<file path="src/rtl/cpe_window_sequencer.sv">
// Window sequencer for a KERNEL_SIZE x KERNEL_SIZE convolution accelerator.
// A weight set is loaded once and kept. Each pixel window is loaded into its own slots.
// The sequencer then pulses mStart on every lane and waits for the accelerator's result.
// The captured result is presented on a valid/ready output port.
module cpe_window_sequencer #(
  parameter int unsigned DATA_WIDTH  = 32,
  parameter int unsigned KERNEL_SIZE = 3,
  parameter int unsigned TIMEOUT     = 256
) (
  input  logic                                              Clk,
  input  logic                                              Rst,
  input  logic                                              cfg_kernel,
  input  logic [DATA_WIDTH-1:0]                             s_data,
  input  logic                                              s_valid,
  output logic                                              s_ready,
  output logic [KERNEL_SIZE*KERNEL_SIZE*DATA_WIDTH-1:0]     multiplier_out,
  output logic [KERNEL_SIZE*KERNEL_SIZE*DATA_WIDTH-1:0]     multiplicand_out,
  output logic [KERNEL_SIZE*KERNEL_SIZE-1:0]                mStart,
  output logic                                              direct,
  input  logic                                              finalReady,
  input  logic [DATA_WIDTH-1:0]                             finalAccumulate,
  output logic [DATA_WIDTH-1:0]                             m_data,
  output logic                                              m_valid,
  input  logic                                              m_ready,
  output logic                                              kernel_loaded,
  output logic                                              busy,
  output logic                                              err
);

  localparam int unsigned N    = KERNEL_SIZE * KERNEL_SIZE;
  localparam int unsigned IdxW = (N > 1) ? $clog2(N) : 1;
  localparam int unsigned CntW = (TIMEOUT > 1) ? $clog2(TIMEOUT) : 1;

  localparam logic [IdxW-1:0] LastIdx  = IdxW'(N - 1);
  localparam logic [CntW-1:0] LastWait = CntW'(TIMEOUT - 1);

  typedef enum logic [2:0] {
    StIdle,
    StLoadW,
    StLoadP,
    StStart,
    StGuard,
    StWait,
    StOut
  } state_e;

  state_e                  state_q;
  logic [IdxW-1:0]         idx_q;
  logic                    guard_q;
  logic [CntW-1:0]         cnt_q;
  logic [N*DATA_WIDTH-1:0] weight_q;
  logic [N*DATA_WIDTH-1:0] pixel_q;
  logic [DATA_WIDTH-1:0]   m_data_q;
  logic                    m_valid_q;
  logic                    kernel_loaded_q;
  logic                    err_q;

  logic                    accept;

  // Input handshake: the stream is only open while filling slots.
  always_comb begin
    s_ready = (state_q == StLoadW) || (state_q == StLoadP);
    accept  = s_valid && s_ready;
  end

  // Sequencer FSM, slot storage and result capture.
  always_ff @(posedge Clk or negedge Rst) begin
    if (!Rst) begin
      state_q         <= StIdle;
      idx_q           <= '0;
      guard_q         <= 1'b0;
      cnt_q           <= '0;
      weight_q        <= '0;
      pixel_q         <= '0;
      m_data_q        <= '0;
      m_valid_q       <= 1'b0;
      kernel_loaded_q <= 1'b0;
      err_q           <= 1'b0;
    end else begin
      unique case (state_q)
        StIdle: begin
          idx_q <= '0;
          if (cfg_kernel) begin
            // The weight set is invalid as soon as a reload begins.
            kernel_loaded_q <= 1'b0;
            state_q         <= StLoadW;
          end else if (kernel_loaded_q) begin
            state_q <= StLoadP;
          end
        end

        StLoadW: begin
          if (accept) begin
            for (int i = 0; i < int'(N); i++) begin
              if (idx_q == IdxW'(i)) begin
                weight_q[i*DATA_WIDTH +: DATA_WIDTH] <= s_data;
              end
            end
            if (idx_q == LastIdx) begin
              idx_q           <= '0;
              kernel_loaded_q <= 1'b1;
              state_q         <= StIdle;
            end else begin
              idx_q <= idx_q + 1'b1;
            end
          end
        end

        StLoadP: begin
          if (accept) begin
            for (int i = 0; i < int'(N); i++) begin
              if (idx_q == IdxW'(i)) begin
                pixel_q[i*DATA_WIDTH +: DATA_WIDTH] <= s_data;
              end
            end
            if (idx_q == LastIdx) begin
              idx_q   <= '0;
              state_q <= StStart;
            end else begin
              idx_q <= idx_q + 1'b1;
            end
          end
        end

        StStart: begin
          guard_q <= 1'b0;
          state_q <= StGuard;
        end

        // Two blind cycles: the accelerator's ready is registered and may still
        // be high from the previous window.
        StGuard: begin
          if (guard_q) begin
            cnt_q   <= '0;
            state_q <= StWait;
          end else begin
            guard_q <= 1'b1;
          end
        end

        StWait: begin
          if (finalReady) begin
            m_data_q  <= finalAccumulate;
            m_valid_q <= 1'b1;
            state_q   <= StOut;
          end else if (cnt_q == LastWait) begin
            err_q   <= 1'b1;
            state_q <= StIdle;
          end else begin
            cnt_q <= cnt_q + 1'b1;
          end
        end

        StOut: begin
          if (m_ready) begin
            m_valid_q <= 1'b0;
            state_q   <= StIdle;
          end
        end

        default: begin
          state_q <= StIdle;
        end
      endcase
    end
  end

  // Output decode; every bus is driven straight from a register.
  always_comb begin
    multiplier_out   = weight_q;
    multiplicand_out = pixel_q;
    mStart           = {N{state_q == StStart}};
    direct           = 1'b1;
    m_data           = m_data_q;
    m_valid          = m_valid_q;
    kernel_loaded    = kernel_loaded_q;
    busy             = (state_q != StIdle);
    err              = err_q;
  end

endmodule

</file>
<file path="config.mk">
export PLATFORM = sky130hd
export DESIGN_NAME = cpe_window_sequencer
export DESIGN_NICKNAME = d
export VERILOG_FILES = /design/src/rtl/cpe_window_sequencer.sv
export SDC_FILE = /design/constraint.sdc
export NUM_CORES = 1
export LEC_CHECK = 0
export ABC_AREA = 1
export CELL_PAD_IN_SITES_DETAIL_PLACEMENT = 0
export CELL_PAD_IN_SITES_GLOBAL_PLACEMENT = 1
export CORE_MARGIN = 2
export CORE_UTILIZATION = 33
export DETAILED_ROUTE_END_ITERATION = 10
export GPL_TIMING_DRIVEN = 0
export PLACE_DENSITY = 0.74
export SKIP_CTS_REPAIR_TIMING = 1
export SLEW_MARGIN = 25
export SYNTH_ARGS = -nofsm -noshare
export SYNTH_HDL_FRONTEND = slang
export SYNTH_SLANG_ARGS = --single-unit
</file>
<file path="constraint.sdc">
create_clock -name Clk -period 1.5 [get_ports Clk]
set_clock_uncertainty 0.05 [all_clocks]
set_input_delay 0.15 -clock Clk [delete_from_list [all_inputs] [get_ports Clk]]
set_output_delay 0.15 -clock Clk [all_outputs]
set_load 0.03 [all_outputs]
</file>
==> key figures, run 1 <==
Final layout
  – Nets@finish: 3235
  – Layout cells sized above 1: 0.286
  – Area Growth Syn to Fin: 59.9%
  – Most common cell after layout, fill and taps aside: dfrtp_1
  – # diodes: 0
  – Post-layout util: 0.533
  – Most frequent cells in the layout: 621 x dfrtp_1, 564 x clkdlybuf4s50_1, 540 x nand2_1

GRT
  – Initial antenna violation count: 2
  – Largest net degree at the start of global routing: 92
  – Vias in the first global route: 19400
  – GRT Max-Usage Layer: met2
  – GRT Resource Usage Total: 0.238
  – Grt met2 use: 0.395
  – Global route overflow: 0
  – First-pass GRT wire length: 131000 um
  – Met3 usage: 0.0677
  – GRT met1 Usage: 0.295

Die
  – Die height: 273 um
  – Row count: 98
  – Area of the core: 0.0716 mm2
  – Total I/O pin count: 693
  – Die X: 273 um
  – DIE AREA: 0.0746 mm2
  – Initial Utilization: 0.334

STA
  – Worst Max-Slew Pin Slew: 1120 ps
  – Period utilisation layout: 1.30
  – Fin. Hold Viols: 285
  – Minimum clock period: 1960 ps
  – Final setup vio count: 1225
  – Fmax: 511 MHz
  – Pins over their slew limit: 0
  – Final hold slack: -575 ps
  – Setup repair after global routing missed its margin: yes
  – Final WS setup: -457 ps
  – Rel. slew slack: 0.252

Yosys
  – Synth Cell Area: 0.0239 mm2
  – Area leader, netlist: dfrtp_1
  – Synthesized instance count: 2253
  – Post-synth EDFFs: 0
  – Synth unique cells: 28
  – Avg Cell Area, Syn: 10.6 um2
  – Post-synth top flop: dfrtp_1
  – Mapped Nets: 2328
  – Dominant cells by area after synthesis: dfrtp_1 66%, nand2_1 12%, o21ai_1 11%
  – Seq cells post-synth: 627
  – Register area share after synthesis: 0.657
  – Yosys warnings: 0
  – Synth top area share: 0.657
  – Ys async rst share: 1.00

Place
  – RePlAce Congestion: 0.854
  – # port buffers: 691
  – DP HPWL: 66400 um

Setup path
  – Reg2reg path depth: 10
  – CP endpoint kind: flop
  – Critical path required time: 1910 ps
  – Crit start category: flop
  – Worst flop-to-flop path endpoint: multiplicand_out[73]
  – Flop-to-flop setup slack: -460 ps
  – Arrival time worst endpoint: 2360 ps
  – Crit path kind: reg -> reg
  – Reg2reg start: state_q[2]
  – Peak fanout along the critical path: 8

Drt
  – DRT Pass-1 Iters: 6
  – Post-route ant nets: 0
  – DRT Wirelength: 102000 um
  – Routed vias/inst: 5.01
  – Drt first-iter violations: 1739
  – Avg WL per Cell: 24.5 um
  – Residual DRC: 0
  – Vias post-DR: 20800

Power and ir drop
  – PwrDens: 1730 mW/mm2
  – Max VDD drop: 0.00132 V
  – Leakage: 17.7 nW

Clock tree
  – CTS Buffer Depth: 3
  – Root Buffer: clkbuf_16
  – CTS tree: built
  – Cts bufs inserted: 71
  – Clk Latency, worst-skew pair: 610 ps
  – Worst-path clk slew: 60 ps
  – CTS Sinks: 627
  – H-tree levels: 3

Outcome
  – Status: finished with violations
  – Failing checks: negative hold slack, negative setup slack

Worst hold path
  – HP Class: in -> async

Run
  – Maxcap violations: 0
[worst max path at each step]
stage / from / end / slack (ps) / cells past startpoint
5_1_grt: state_q[2] / multiplicand_out[49] / -500 / 10
6_report: state_q[2] / multiplicand_out[73] / -460 / 10
3_5_place_dp: s_data[20] / multiplier_out[148] / -820 / 4
4_1_cts: state_q[2] / mStart[2] / -1230 / 5
2_1_floorplan: state_q[2] / idx_q[0] / -60 / 7
3_3_place_gp: Rst / multiplicand_out[50] / -26850 / 1
[power by group]
part	switching (mW)	internal, mW	total [mW]
logic	15.5	9.82	25.3
clock network	7.13	10.2	17.4
registers	2.61	20.7	23.3
[flip-flops by register name, indices dropped and copies added (netlist names)]
register	flops
state_q	3
multiplicand_out	288
err	1
multiplier_out	288
guard_q	1
idx_q	4
kernel_loaded	1
m_valid	1
m_data	32
cnt_q	8
[synth_stat cells, types with 2 or more instances]
| cell type | number |
|---|---|
| nand4_1 | 4 |
| nand3_4 | 2 |
| buf_4 | 9 |
| nand2_1 | 741 |
| nand2_4 | 18 |
| buf_2 | 7 |
| clkbuf_1 | 32 |
| inv_1 | 54 |
| o21ai_2 | 49 |
| o21ai_0 | 6 |
| ha_1 | 5 |
| o21bai_1 | 5 |
| dfrtp_1 | 627 |
| buf_6 | 108 |
| o21ai_1 | 525 |
| nand2_2 | 3 |
| inv_2 | 5 |
| nor2_1 | 27 |
| nor2_8 | 2 |
| nand3_1 | 16 |
[logic make-up after synthesis]
family                     Yosys count  share of synthesized area
AOI/OAI and AO/OA                  589                      0.132
xor gates and xnor gates             1                   0.000367
adders and majority gates            5                    0.00262
buffers and inverters              215                     0.0695
DFF                                627                      0.657
other                                1                   0.000157
and+or+nand+nor                    815                      0.138
[stage by stage]
| stage | std cells | power, mW | setup slack [ps] | area, um2 | setup TNS (ps) |
|---|---|---|---|---|---|
| after floorplan | 2253 | 35.1 | -64.0 | 24000 | -17910 |
| after global placement | 3894 | 45.8 | -26850 | 32100 | - |
| after detailed placement | 3901 | 46.3 | -824 | 32300 | -396940 |
| after CTS | 4023 | 63.7 | -1230 | 34600 | -480930 |
| after global routing | 4159 | 68.6 | -497 | 38200 | -472100 |
| final | 4159 | 65.9 | -457 | 38200 | -385960 |
[per-layer routing]
| layer | vias to the layer above | routed length, um |
|---|---|---|
| met1 | 10500 | 40400 |
| li1 | 9245 | - |
| met3 | 190 | 8130 |
| met4 | 2 | 3860 |
| met2 | 884 | 49500 |
| met5 | - | 13 |
[worst max-delay path, stage by stage, from the launching register on]
cell       delay (ps)
dfrtp_2           440
clkinv_4           80
buf_6             100
nand3_4           110
nor2_8            230
buf_12            180
buf_12            140
nand2_8           120
clkbuf_16         210
nand2_2            50
o21ai_1            50
[area by class of cell]
cell class,count,area (um2)
Multi-Input combinational cell,1426,8340
Clock inverter,18,204
Fill cell,6288,33400
Inverter,59,234
Sequential cell,627,15700
Timing Repair Buffer,819,8720
Tap cell,950,1190
Timing Repair inverter,1,7.51
Clock buffer,104,2100
Buffer,155,1710
No activity file was read; power rests on OpenSTA's default activity.
==> run 2: changes to the inputs <==
CORE_ASPECT_RATIO = 1.1   (was not set)
==> run 2 against run 1 <==
Net effect:
- the run still ends with negative hold slack, negative setup slack left
- global-route usage increased by 0.48 points
- via count decreased by 3.9%
- wire length decreased by 6.6%
- sequential cell count unchanged
- utilization decreased by 3.9 points
- first-iteration DRC count decreased by 19%
- non-clock buffer count decreased by 67
- sequential power about the same
- combinational power decreased by 7%
- worst setup slack improved by 79 ps
- largest cell class unchanged
- highest routed layer unchanged
==> key figures, run 2 (synthesis gave the netlist of run 1 again) <==
Run
  – Maxcap violations: 0

GRT
  – Global route overflow: 0
  – Initial antenna violation count: 8
  – GRT met1 Usage: 0.298
  – Grt met2 use: 0.411
  – GRT Max-Usage Layer: met2
  – Largest net degree at the start of global routing: 95
  – Met3 usage: 0.0564
  – GRT Resource Usage Total: 0.243
  – Vias in the first global route: 19800
  – First-pass GRT wire length: 134000 um

Clock tree
  – Clk Latency, worst-skew pair: 600 ps
  – Root Buffer: clkbuf_16
  – CTS Buffer Depth: 3
  – Worst-path clk slew: 60 ps
  – H-tree levels: 3
  – CTS Sinks: 627
  – Cts bufs inserted: 70
  – CTS tree: built

Setup path
  – Critical path's slowest cell: clkdlybuf4s50_1
  – CP peak stage delay: 710 ps
  – Peak fanout along the critical path: 2
  – Crit start category: flop
  – Crit path kind: reg -> out
  – Worst Path Buf+Inv: 1
  – Critical path required time: 1300 ps
  – CP endpoint kind: primary output
  – Flop-to-flop setup slack: -340 ps
  – Cell breakdown of the critical path: clkdlybuf4s50_1
  – Arrival time worst endpoint: 1680 ps
  – Cell class contributing the biggest share of worst-path delay: buffers and inverters

STA
  – Final setup vio count: 1086
  – Fmax: 533 MHz
  – Worst Max-Slew Pin Slew: 935 ps
  – Pins over their slew limit: 0
  – Minimum clock period: 1880 ps
  – Period utilisation layout: 1.25
  – Rel. slew slack: 0.377
  – Setup repair after global routing missed its margin: yes
  – Fin. Hold Viols: 151
  – Final hold slack: -163 ps
  – Setup TNS: -280200 ps
  – Final WS setup: -377 ps

Outcome
  – Status: finished with violations
  – Failing checks: negative hold slack, negative setup slack

Final layout
  – Non-filler cells, final: 4080
  – Fillers: 6448
  – Area Growth Syn to Fin: 48.7%
  – Final Instance Area: 0.0355 mm2
  – Most common cell after layout, fill and taps aside: nand2_1
  – Layout cells sized above 1: 0.180
  – Nets@finish: 3154
  – Most frequent cells in the layout: 695 x nand2_1, 622 x dfrtp_1, 513 x o21ai_1
  – Post-layout util: 0.495

Drt
  – DRT Pass-1 Iters: 7
  – Vias post-DR: 20000
  – Post-route ant nets: 0
  – DRT Wirelength: 95200 um
  – Drt first-iter violations: 1401
  – Routed vias/inst: 4.90
  – Residual DRC: 0
  – Avg WL per Cell: 23.3 um

Power and ir drop
  – Max VDD drop: 0.00128 V
  – Seq pwr share: 0.363
  – Internal power: 39.4 mW
  – Leakage: 18.7 nW
  – Combinational Power Share: 0.370
  – PwrDens: 1790 mW/mm2
  – Switching Power: 24.1 mW
  – Sw frac: 0.379
  – Clock power share: 0.267

Place
  – # port buffers: 691
  – Post-Place Worst Slack: -698 ps
  – DP Cell Count: 3896
  – Dpl cell area: 0.0323 mm2
  – DP HPWL: 68300 um
  – RePlAce Congestion: 0.870

Die
  – Row count: 103
  – Die height: 286 um
  – DIE AREA: 0.0746 mm2
  – Area of the core: 0.0718 mm2
  – Die X: 261 um
  – Initial Utilization: 0.333
  – Total I/O pin count: 693

Worst hold path
  – HP Class: in -> async
==> run 2: cell type report <==
type | instances | area, um2 | share of cell area
Sequential cell | 627 | 15700 | 0.442
Timing Repair inverter | 1 | 7.51 | 0.000211
Timing Repair Buffer | 751 | 7680 | 0.216
Clock inverter | 17 | 188 | 0.00528
Tap cell | 945 | 1180 | 0.0333
Inverter | 59 | 236 | 0.00666
Multi-Input combinational cell | 1413 | 6960 | 0.196
Antenna cell | 6 | 15.0 | 0.000423
Clock buffer | 105 | 2080 | 0.0584
Buffer | 156 | 1490 | 0.0418
==> run 2: worst paths after layout <==
path	cells past startpoint	to	from
max	1	multiplicand_out[65]	multiplicand_out[65]
max reg2reg	9	multiplicand_out[13]	idx_q[1]
max in group asynchronous	8	multiplicand_out[102]	Rst
min reg2reg	1	err	err
min in group Clk	3	m_data[12]	finalAccumulate[12]
min	6	multiplicand_out[281]	Rst
==> run 2: stage by stage <==
stage	hold slack, ps	total power [mW]
finish	-163	63.5
global route	-132	66.3
CTS	-685	63.3
detailed placement	-23.6	46.1
global placement	405	45.7
floorplan	-196	35.1
==> run 2: metal layers <==
layer,share of wire,vias to the layer above
met2,0.49,791
met4,0.041,8
met1,0.39,9985
met3,0.074,193
li1,-,9020
met5,0.00060,-
==> run 2: power by group through the flow <==
stage	sequential (mW)	clock [mW]	combinational, mW
detailed placement	23.1	0	22.9
global placement	23.1	0	22.5
finish	23.0	17.0	23.5
global route	23.4	18.0	24.8
CTS	22.9	17.4	23.0
floorplan	30.1	0	4.97
==> run 3: changes to the inputs <==
SKIP_CTS_REPAIR_TIMING = not set   (was 1)
==> run 3 against run 2 <==
Net effect:
- the flow still finishes with violations (negative hold slack, negative setup slack)
- first-iteration DRC count increased by 17%
- non-clock buffer count increased by 165
- worst setup slack worse by 9.6 ps
- sequential power rose by 2%
- sequential cell count unchanged
- die area stayed put
- maximum frequency shrank 0.51%
- combinational power grew 5%
- wire length up 15%
- critical endpoint is now multiplicand_out[49]
- largest cell class unchanged
==> key figures, run 3 (synthesis gave the netlist of run 1 again) <==
Outcome
  – Status: finished with violations
  – Failing checks: negative hold slack, negative setup slack

Setup path
  – Arrival time worst endpoint: 2360 ps
  – Reg2reg start: state_q[1]
  – Worst flop-to-flop path endpoint: multiplicand_out[49]
  – Reg2reg path depth: 9
  – Flop-to-flop setup slack: -390 ps
  – Crit start category: flop
  – Crit path kind: reg -> reg
  – CP endpoint kind: flop
  – Critical path required time: 1980 ps
  – Peak fanout along the critical path: 6

Die
  – Total I/O pin count: 693
  – Area of the core: 0.0718 mm2
  – Die X: 261 um
  – DIE AREA: 0.0746 mm2
  – Row count: 103
  – Die height: 286 um
  – Initial Utilization: 0.333

Place
  – RePlAce Congestion: 0.870
  – # port buffers: 691
  – DP Cell Count: 3896
  – DP HPWL: 68300 um
  – Post-Place Worst Slack: -698 ps

STA
  – Worst Max-Slew Pin Slew: 1150 ps
  – Final hold slack: -75.1 ps
  – Minimum clock period: 1890 ps
  – Setup repair after global routing missed its margin: yes
  – Final WS setup: -387 ps
  – Fmax: 530 MHz
  – Final setup vio count: 633
  – Period utilisation layout: 1.26
  – Pins over their slew limit: 0
  – Fin. Hold Viols: 121
  – Rel. slew slack: 0.236

Run
  – Maxcap violations: 0

Clock tree
  – Hold Buf Count CTS: 13
  – CTS tree: built
  – Cts bufs inserted: 70
  – H-tree levels: 3
  – Worst-path clk slew: 60 ps
  – Clk Latency, worst-skew pair: 600 ps
  – CTS Sinks: 627
  – Root Buffer: clkbuf_16
  – CTS Buffer Depth: 3

Final layout
  – Area Growth Syn to Fin: 63.2%
  – Most common cell after layout, fill and taps aside: dfrtp_1
  – Layout cells sized above 1: 0.543
  – Post-layout util: 0.543
  – Non-filler cells, final: 4255
  – Most frequent cells in the layout: 622 x dfrtp_1, 580 x buf_2, 379 x nand2_1
  – Nets@finish: 3332

Drt
  – Vias post-DR: 21500
  – DRT Pass-1 Iters: 5
  – Routed vias/inst: 5.06
  – DRT Wirelength: 109000 um
  – Residual DRC: 0
  – Drt first-iter violations: 1645
  – Post-route ant nets: 0
  – Avg WL per Cell: 25.7 um

Power and ir drop
  – Switching Power: 26.2 mW
  – Seq pwr share: 0.360
  – Combinational Power Share: 0.379
  – Leakage: 19.6 nW
  – Max VDD drop: 0.00126 V
  – Clock power share: 0.261
  – PwrDens: 1670 mW/mm2
  – Total power: 65.1 mW
  – Internal power: 38.9 mW
  – Sw frac: 0.402

GRT
  – Initial antenna violation count: 6
  – Vias in the first global route: 21400
  – GRT Resource Usage Total: 0.274
  – First-pass GRT wire length: 150000 um
  – Global route overflow: 0
  – Largest net degree at the start of global routing: 95

Worst hold path
  – HP Class: in -> async
-- run 3: worst max-delay path, cell delays in order (launching register included) --
cell and delay (ps):
dfrtp_2 460, buf_6 140, nand3_4 110, nor2_8 210, buf_6 150, nand2_8 80
buf_12 170, buf_12 150, buf_12 140, o21ai_2 120
-- run 3: per-stage QoR --
stage | setup TNS, ps | area [um2] | hold slack [ps]
2_1_floorplan | -17910 | 24000 | -196
3_3_place_gp | - | 32100 | 405
3_5_place_dp | -319060 | 32300 | -23.6
4_1_cts | -150880 | 35800 | -85.5
5_1_grt | -183050 | 39000 | -49.9
6_report | -148700 | 39000 | -75.1
-- run 3: how the worst max path moves through the flow --
| stage | from | to | slack [ps] | depth (start not counted) |
|---|---|---|---|---|
| finish | state_q[1] | multiplicand_out[49] | -390 | 9 |
| global placement | Rst | multiplicand_out[10] | -27200 | 1 |
| global route | state_q[1] | multiplicand_out[49] | -420 | 9 |
| CTS | state_q[2] | mStart[1] | -380 | 5 |
| floorplan | state_q[2] | idx_q[0] | -60 | 7 |
| detailed placement | s_data[30] | multiplicand_out[30] | -700 | 4 |
-- run 3: power by group through the flow --
stage	clock, mW	sequential, mW	combinational (mW)
finish	17.0	23.4	24.7
global route	18.0	23.8	26.0
CTS	17.4	22.9	22.8
detailed placement	0	23.1	22.9
global placement	0	23.1	22.5
floorplan	0	30.1	4.97
-- run 3: metal layers --
metal / up-vias / part of all wire / global-route usage
met4: 4 / 0.044 / 0.114
li1: 9453 / - / -
met1: 10900 / 0.38 / 0.333
met3: 230 / 0.069 / 0.0609
met2: 907 / 0.51 / 0.470
met5: - / 0.00024 / 0
-- run 3: area by class of cell --
cell class,count,area [um2]
fill,6232,32800
sequential,627,15700
multi-input combinational,1426,9720
timing repair buffer,925,8070
clock buffer,105,2080
buffer,147,1780
tap,945,1180
inverter,59,264
clock inverter,17,188
timing repair inverter,1,7.51
antenna,3,7.51
-- run 3: repair_timing --
item	4_1_cts	5_1_grt
resized for setup	3502	645
endpoints found under the setup margin	1245	695
pin swaps	30	58
gates cloned	53	32
endpoints found under the hold margin	185	99
buffers inserted	117	43
